File: config.mk
export PLATFORM = sky130hd
export DESIGN_NAME = fnn_seq
export DESIGN_NICKNAME = d
export VERILOG_FILES = /design/src/rtl/fnn_pkg.sv /design/src/rtl/fnn_mac.sv /design/src/rtl/fnn_seq.sv
export SDC_FILE = /design/constraint.sdc
export NUM_CORES = 2
export LEC_CHECK = 0
export BUFFER_PORTS_ARGS = -buffer_cell sky130_fd_sc_hd__buf_2
export CORE_MARGIN = 4
export CORE_UTILIZATION = 45
export CTS_BUF_LIST = sky130_fd_sc_hd__clkbuf_8 sky130_fd_sc_hd__clkbuf_16
export DETAILED_ROUTE_END_ITERATION = 6
export PLACE_DENSITY_LB_ADDON = 0.05
export SYNTH_ARGS = -nofsm -noshare
export SYNTH_HDL_FRONTEND = slang
export SYNTH_SLANG_ARGS = --single-unit
File: constraint.sdc
create_clock -name clk -period 8.9 [get_ports clk]
set_input_delay 0.445 -clock clk [delete_from_list [all_inputs] [get_ports clk]]
set_output_delay 0.445 -clock clk [all_outputs]
set_load 0.02 [all_outputs]
File: src/rtl/fnn_pkg.sv
// Shared types and arithmetic helpers for the time-multiplexed two-layer network.
// Hidden-layer ReLU is enabled by defining FNN_RELU_EN.
package fnn_pkg;

  typedef enum logic [1:0] {
    S_IDLE,
    S_L1,
    S_L2,
    S_DONE
  } fnn_state_e;

  localparam int DEF_INPUTS  = 3;
  localparam int DEF_HIDDEN  = 4;
  localparam int DEF_OUTPUTS = 2;
  localparam int DEF_L1_MACS = DEF_INPUTS * DEF_HIDDEN;
  localparam int DEF_L2_MACS = DEF_HIDDEN * DEF_OUTPUTS;
  localparam int DEF_LATENCY = DEF_L1_MACS + DEF_L2_MACS;

  // Wide enough that the longest dot product cannot overflow.
  function automatic int acc_width(input int dw, input int n_in, input int n_hid);
    int n;
    n = (n_in > n_hid) ? n_in : n_hid;
    return 2 * dw + $clog2(n) + 1;
  endfunction

  // Arithmetic shift (floor) then clamp to the signed dw-bit range; dw <= 64.
  function automatic logic signed [63:0] rescale_sat(input logic signed [127:0] acc,
                                                     input int frac, input int dw);
    logic signed [127:0] v;
    logic signed [127:0] hi;
    logic signed [127:0] lo;
    v  = acc >>> frac;
    hi = (128'sd1 <<< (dw - 1)) - 128'sd1;
    lo = -(128'sd1 <<< (dw - 1));
    if (v > hi) v = hi;
    else if (v < lo) v = lo;
    return v[63:0];
  endfunction

endpackage

File: src/rtl/fnn_mac.sv
// Signed multiply-accumulate: sum_o is the running total including the current product.
module fnn_mac #(
  parameter int DW    = 16,
  parameter int ACC_W = 35
) (
  input  logic                    clk,
  input  logic                    rst_n,
  input  logic                    clr_i,
  input  logic                    en_i,
  input  logic signed [DW-1:0]    a_i,
  input  logic signed [DW-1:0]    b_i,
  output logic signed [ACC_W-1:0] sum_o
);

  logic signed [2*DW-1:0]  prod;
  logic signed [ACC_W-1:0] acc_q;

  assign prod  = a_i * b_i;
  assign sum_o = acc_q + ACC_W'(prod);

  // NOTE: sequential state is updated with <= so every register samples pre-edge values.
  always_ff @(posedge clk or negedge rst_n) begin
    if (!rst_n)     acc_q <= '0;
    else if (clr_i) acc_q <= '0;
    else if (en_i)  acc_q <= sum_o;
  end

endmodule

File: src/rtl/fnn_seq.sv
// Sequential two-layer feed-forward network: one MAC per cycle, valid/ready on both sides.
// Define FNN_RELU_EN to apply ReLU to the hidden layer; otherwise the network is linear.
module fnn_seq
  import fnn_pkg::*;
#(
  parameter int INPUTS         = 3,
  parameter int HIDDEN_NEURONS = 4,
  parameter int OUTPUTS        = 2,
  parameter int DATA_WIDTH     = 16,
  parameter int FRAC_BITS      = 0
) (
  input  logic                                         clk,
  input  logic                                         rst,
  input  logic                                         in_valid,
  output logic                                         in_ready,
  input  logic [INPUTS*DATA_WIDTH-1:0]                 input_vector,
  input  logic [INPUTS*HIDDEN_NEURONS*DATA_WIDTH-1:0]  weights_input_hidden,
  input  logic [HIDDEN_NEURONS*OUTPUTS*DATA_WIDTH-1:0] weights_hidden_output,
  output logic                                         out_valid,
  input  logic                                         out_ready,
  output logic [OUTPUTS*DATA_WIDTH-1:0]                output_vector
);

  localparam int DW    = DATA_WIDTH;
  localparam int ACC_W = acc_width(DW, INPUTS, HIDDEN_NEURONS);
  localparam int N_IH  = INPUTS * HIDDEN_NEURONS;
  localparam int N_HO  = HIDDEN_NEURONS * OUTPUTS;
  localparam int MAXN0 = (INPUTS > HIDDEN_NEURONS) ? INPUTS : HIDDEN_NEURONS;
  localparam int MAXN  = (MAXN0 > OUTPUTS) ? MAXN0 : OUTPUTS;
  localparam int CW    = (MAXN > 1) ? $clog2(MAXN) : 1;

  fnn_state_e              state_q;
  logic [CW-1:0]           inner_q;
  logic [CW-1:0]           outer_q;
  logic                    in_ready_q;
  logic                    out_valid_q;
  logic [OUTPUTS*DW-1:0]   out_q;
  logic signed [DW-1:0]    x_q   [INPUTS];
  logic signed [DW-1:0]    wih_q [N_IH];
  logic signed [DW-1:0]    hid_q [HIDDEN_NEURONS];
  logic signed [DW-1:0]    who_q [N_HO];

  logic                    is_l2;
  logic                    mac_en;
  logic                    mac_clr;
  logic                    accept;
  logic                    inner_last;
  logic                    outer_last;
  logic signed [DW-1:0]    mac_a;
  logic signed [DW-1:0]    mac_b;
  logic signed [ACC_W-1:0] mac_sum;
  logic signed [DW-1:0]    res;
  logic signed [DW-1:0]    hid_new;

  assign is_l2      = (state_q == S_L2);
  assign mac_en     = (state_q == S_L1) || is_l2;
  assign accept     = (state_q == S_IDLE) && in_valid && in_ready_q;
  assign inner_last = is_l2 ? (inner_q == CW'(HIDDEN_NEURONS - 1)) : (inner_q == CW'(INPUTS - 1));
  assign outer_last = is_l2 ? (outer_q == CW'(OUTPUTS - 1)) : (outer_q == CW'(HIDDEN_NEURONS - 1));
  assign mac_clr    = accept || (mac_en && inner_last);

  // Operand banks rotate each MAC so the live operand is always element 0.
  assign mac_a = is_l2 ? hid_q[0] : x_q[0];
  assign mac_b = is_l2 ? who_q[0] : wih_q[0];

  assign res = DW'(rescale_sat(128'(mac_sum), FRAC_BITS, DW));

`ifdef FNN_RELU_EN
  assign hid_new = res[DW-1] ? '0 : res;
`else
  assign hid_new = res;
`endif

  fnn_mac #(.DW(DW), .ACC_W(ACC_W)) u_mac (
    .clk   (clk),
    .rst_n (rst),
    .clr_i (mac_clr),
    .en_i  (mac_en),
    .a_i   (mac_a),
    .b_i   (mac_b),
    .sum_o (mac_sum)
  );

  always_ff @(posedge clk or negedge rst) begin
    if (!rst) begin
      state_q     <= S_IDLE;
      inner_q     <= '0;
      outer_q     <= '0;
      in_ready_q  <= 1'b1;
      out_valid_q <= 1'b0;
      out_q       <= '0;
      // NOTE: storage arrays are reset too, because their post-reset value is defined as zero.
      for (int k = 0; k < INPUTS; k++)         x_q[k]   <= '0;
      for (int k = 0; k < N_IH; k++)           wih_q[k] <= '0;
      for (int k = 0; k < HIDDEN_NEURONS; k++) hid_q[k] <= '0;
      for (int k = 0; k < N_HO; k++)           who_q[k] <= '0;
    end else begin
      case (state_q)
        S_IDLE: begin
          if (accept) begin
            for (int k = 0; k < INPUTS; k++) x_q[k]   <= input_vector[k*DW +: DW];
            for (int k = 0; k < N_IH; k++)   wih_q[k] <= weights_input_hidden[k*DW +: DW];
            for (int k = 0; k < N_HO; k++)   who_q[k] <= weights_hidden_output[k*DW +: DW];
            inner_q    <= '0;
            outer_q    <= '0;
            in_ready_q <= 1'b0;
            state_q    <= S_L1;
          end
        end
        S_L1, S_L2: begin
          if (is_l2) begin
            for (int k = 0; k < N_HO - 1; k++) who_q[k] <= who_q[k+1];
            who_q[N_HO-1] <= who_q[0];
            for (int k = 0; k < HIDDEN_NEURONS - 1; k++) hid_q[k] <= hid_q[k+1];
            hid_q[HIDDEN_NEURONS-1] <= hid_q[0];
          end else begin
            for (int k = 0; k < N_IH - 1; k++) wih_q[k] <= wih_q[k+1];
            wih_q[N_IH-1] <= wih_q[0];
            for (int k = 0; k < INPUTS - 1; k++) x_q[k] <= x_q[k+1];
            x_q[INPUTS-1] <= x_q[0];
          end
          if (inner_last) begin
            inner_q <= '0;
            if (is_l2) begin
              for (int o = 0; o < OUTPUTS; o++)
                if (outer_q == CW'(o)) out_q[o*DW +: DW] <= res;
            end else begin
              // Finished neurons enter at the top; after the layer hidden[0] sits at index 0.
              for (int k = 0; k < HIDDEN_NEURONS - 1; k++) hid_q[k] <= hid_q[k+1];
              hid_q[HIDDEN_NEURONS-1] <= hid_new;
            end
            if (outer_last) begin
              outer_q <= '0;
              if (is_l2) begin
                out_valid_q <= 1'b1;
                state_q     <= S_DONE;
              end else begin
                state_q <= S_L2;
              end
            end else begin
              outer_q <= outer_q + 1'b1;
            end
          end else begin
            inner_q <= inner_q + 1'b1;
          end
        end
        S_DONE: begin
          if (out_ready) begin
            out_valid_q <= 1'b0;
            in_ready_q  <= 1'b1;
            state_q     <= S_IDLE;
          end
        end
        default: state_q <= S_IDLE;
      endcase
    end
  end

  assign in_ready      = in_ready_q;
  assign out_valid     = out_valid_q;
  assign output_vector = out_q;

endmodule

==> results.cfg <==
[placement]
portBuffers = 405
gp_congestion = 0.928
dp_hpwl_um = 82200
post_dp_cell_area_mm2 = 0.0379

[finish]
nFillCells = 7056
design_area_mm2 = 0.0398
drive_gt1_share_pct = 17.7
nNetsFinal = 4584
areaGrowthSynthToFinish_pct = 15.1

[yosys]
synthFlopType = dfrtp_1
postSynthRegisterBits = 507
synth_area_mm2 = 0.0346
synth_edf_count = 0
yosysWarnings = 0
yosysUniqueCellTypes = 65
netlist_instances = 3440
ys_top_cells_by_area = dfrtp_1, fa_1, mux2i_1
yosys.area.top_type_share_pct = 36.6
synth_nets = 4232
seq_area_frac_synth_pct = 36.7
synth-async-reset-ratio_pct = 100
yosysTopAreaCell = dfrtp_1
avgSynthCellArea_um2 = 10.1

[floorplan]
die_area_mm2 = 0.0814
die_width_um = 285
die_height_um = 285
core_mm2 = 0.0761
ios = 406
row_count = 101
initial_utilization_pct = 45.5

[clock_tree]
clockRootBuffer = clkbuf_16
cts_inserted_buffers = 57
path_clk_slew_ps = 60
clockBufferDepth = 3
clock_latency_ps = 630
cts_tree = built
cts_num_sinks = 507
htree_levels = 2

[hold_path]
hp-class = in -> reg
whs_path_depth = 3

[worst_setup_path]
end_kind = flop
slowest_stage = fa_1
cp_max_fo = 15
startpoint_type = flop
critPathKind = reg -> reg
arrival_ps = 9060
cp.required_ps = 9400
cpPeakStageDelay_ps = 510
r2r_cells = 28

[grt]
overflow = 0
antenna_found_initial = 31
grt_pass1_vias = 27500
grt_max_degree = 178
grt_pass1_wl_um = 164000
grt.total_usage_pct = 26.0

[routing]
m1WireLength_um = 45400
post_drt_wl_per_cell_um = 21.7
via_per_inst = 5.38
drt_iter0_markers = 1768
dr.pass1.iters = 7
drc_errors = 1
met2_length_um = 51800
top_layer_used = met5
wl_um = 106000
dr_wl_met3_um = 5210
num_vias = 26200
ant_nets = 0

[timing]
finClkSkew_ps = 30.6
clock.fmax_ghz = 0.117
fin_crit_ps = 8570
setup_tns_ps = 0
maxSlewHeadroom_pct = 22.6
grt_setup_unrepaired = false
worst_pin_slew_ps = 1160
hold_viol = 0
min_period_over_period_pct = 96.3
drv_slew = 0
fin_hold_ws_ps = 114
setup_viol = 0

[power]
powerDensity_mw_per_mm2 = 119
ir_drop_mv = 0.155
p_leak_nw = 19.4

[run_status]
status = complete, but fails checks
violations = design-rule violations

[run]
max_cap_viol_count = 0
metal layers:
layer	GRT usage [%]	vias to the layer above
li1	-	12200
met1	34.8	13200
met2	43.8	648
met3	4.16	186
met4	7.91	18
met5	0	-
worst max-delay path: cells and delay by family (launching register included):
family / cells / cell delay (ps)
compound gates: 3 / 1060
fa+ha+maj: 8 / 3650
buf+inv: 9 / 1090
flops: 1 / 400
mux: 1 / 190
simple gates: 7 / 2050
path summary, 6_finish.rpt:
path	startpoint	end	slack (ps)
min	weights_input_hidden[95]	wih_q[111]	110
max	state_q[0]	hid_q[1]	330
min reg2reg	output_vector[22]	output_vector[22]	470
min in group asynchronous	rst	who_q[48]	470
max in group asynchronous	rst	u_mac.acc_q[23]	6100
max reg2reg	state_q[0]	hid_q[1]	330
power breakdown:
group	switching, mW	internal (mW)	total (mW)
Clock	0.979	1.26	2.23
Sequential	0	2.31	2.31
Combinational	0.110	0.0868	0.197
Total	1.09	3.65	4.74
cells in the mapped netlist, drive strengths merged (4+ instances only):
cell	n
nor3	21
and2	14
nand3	9
or2	9
a311o	16
nand4	11
or3	5
o211ai	9
and3	7
a21o	19
mux2	73
a211oi	13
a211o	4
mux2i	401
xnor2	19
a21oi	414
inv	360
o21a	7
nand2b	7
dfrtp	506
or4	5
nand2	166
nor4	5
o21ai	42
ha	110
o31ai	22
buf	16
o2111ai	7
xor2	6
clkbuf	173
a31oi	6
a22o	43
fa	310
nor2	564
final cells by class:
class                           instances  area [um2]  share of cell area [%]
Clock buffer                           62        1500                    3.76
Antenna cell                           22        55.1                   0.138
Timing Repair Buffer                  482        2730                    6.86
Tap cell                             1030        1290                    3.24
Clock inverter                         34         248                   0.622
Multi-Input combinational cell       2384       19900                    50.1
Sequential cell                       507       12700                    31.9
Inverter                              360        1350                    3.39
metrics by stage:
stage / power [mW] / utilization, % / worst slack [ps] / cells
5_1_grt: 4.92 / 52.3 / 9.70 / 4878
2_1_floorplan: 2.39 / - / 66.2 / 3440
6_report: 4.74 / 52.3 / 334 / 4881
3_5_place_dp: 2.55 / 49.8 / 80.5 / 4757
4_1_cts: 4.80 / 52.1 / 44.5 / 4854
3_3_place_gp: 2.55 / 49.8 / 176 / 4757
cell usage in the layout, fill, tap and decap left out, drive strengths merged, types with 7 or more instances in the layout:
master and n:
nand4 11, a211oi 13, o31ai 22, nand2 166
nand3 9, xnor2 19, and3 7, o21ai 42
clkinv 15, dfrtp 506, and2 14, a311o 16
a21o 19, mux2 73, a21oi 414, mux2i 401
a22o 43, fa 310, ha 110, nand2b 7
nor2 564, buf 480, inv 377, o21a 7
clkbuf 63, or2 9, o211ai 9, nor3 21
diode 22, o2111ai 7
logic make-up (layout without fill, tap and decap cells):
group,after synthesis,after routing,synth area share [%]
other cells,0,22,0
fa+ha+maj,420,420,21.9
mux,474,474,14.0
buf+inv,549,938,6.05
compound gates,633,633,11.0
flops,507,507,36.7
simple gates,832,832,9.77
xor+xnor,25,25,0.633
what timing repair did:
action                     CTS  global route
buffers inserted             0             5
hold buffers                 1             0
hold endpoints to repair   111             0
gates resized for setup      0            24
setup endpoints to repair    0            45
sequential cells by signal, indices dropped and copies added (netlist names):
name	flops
who_q	128
inner_q	2
in_ready	1
u_mac.acc_q	35
out_valid	1
x_q	48
wih_q	192
hid_q	64
output_vector	32
state_q	2
outer_q	2
No activity file was read; power rests on OpenSTA's default activity.
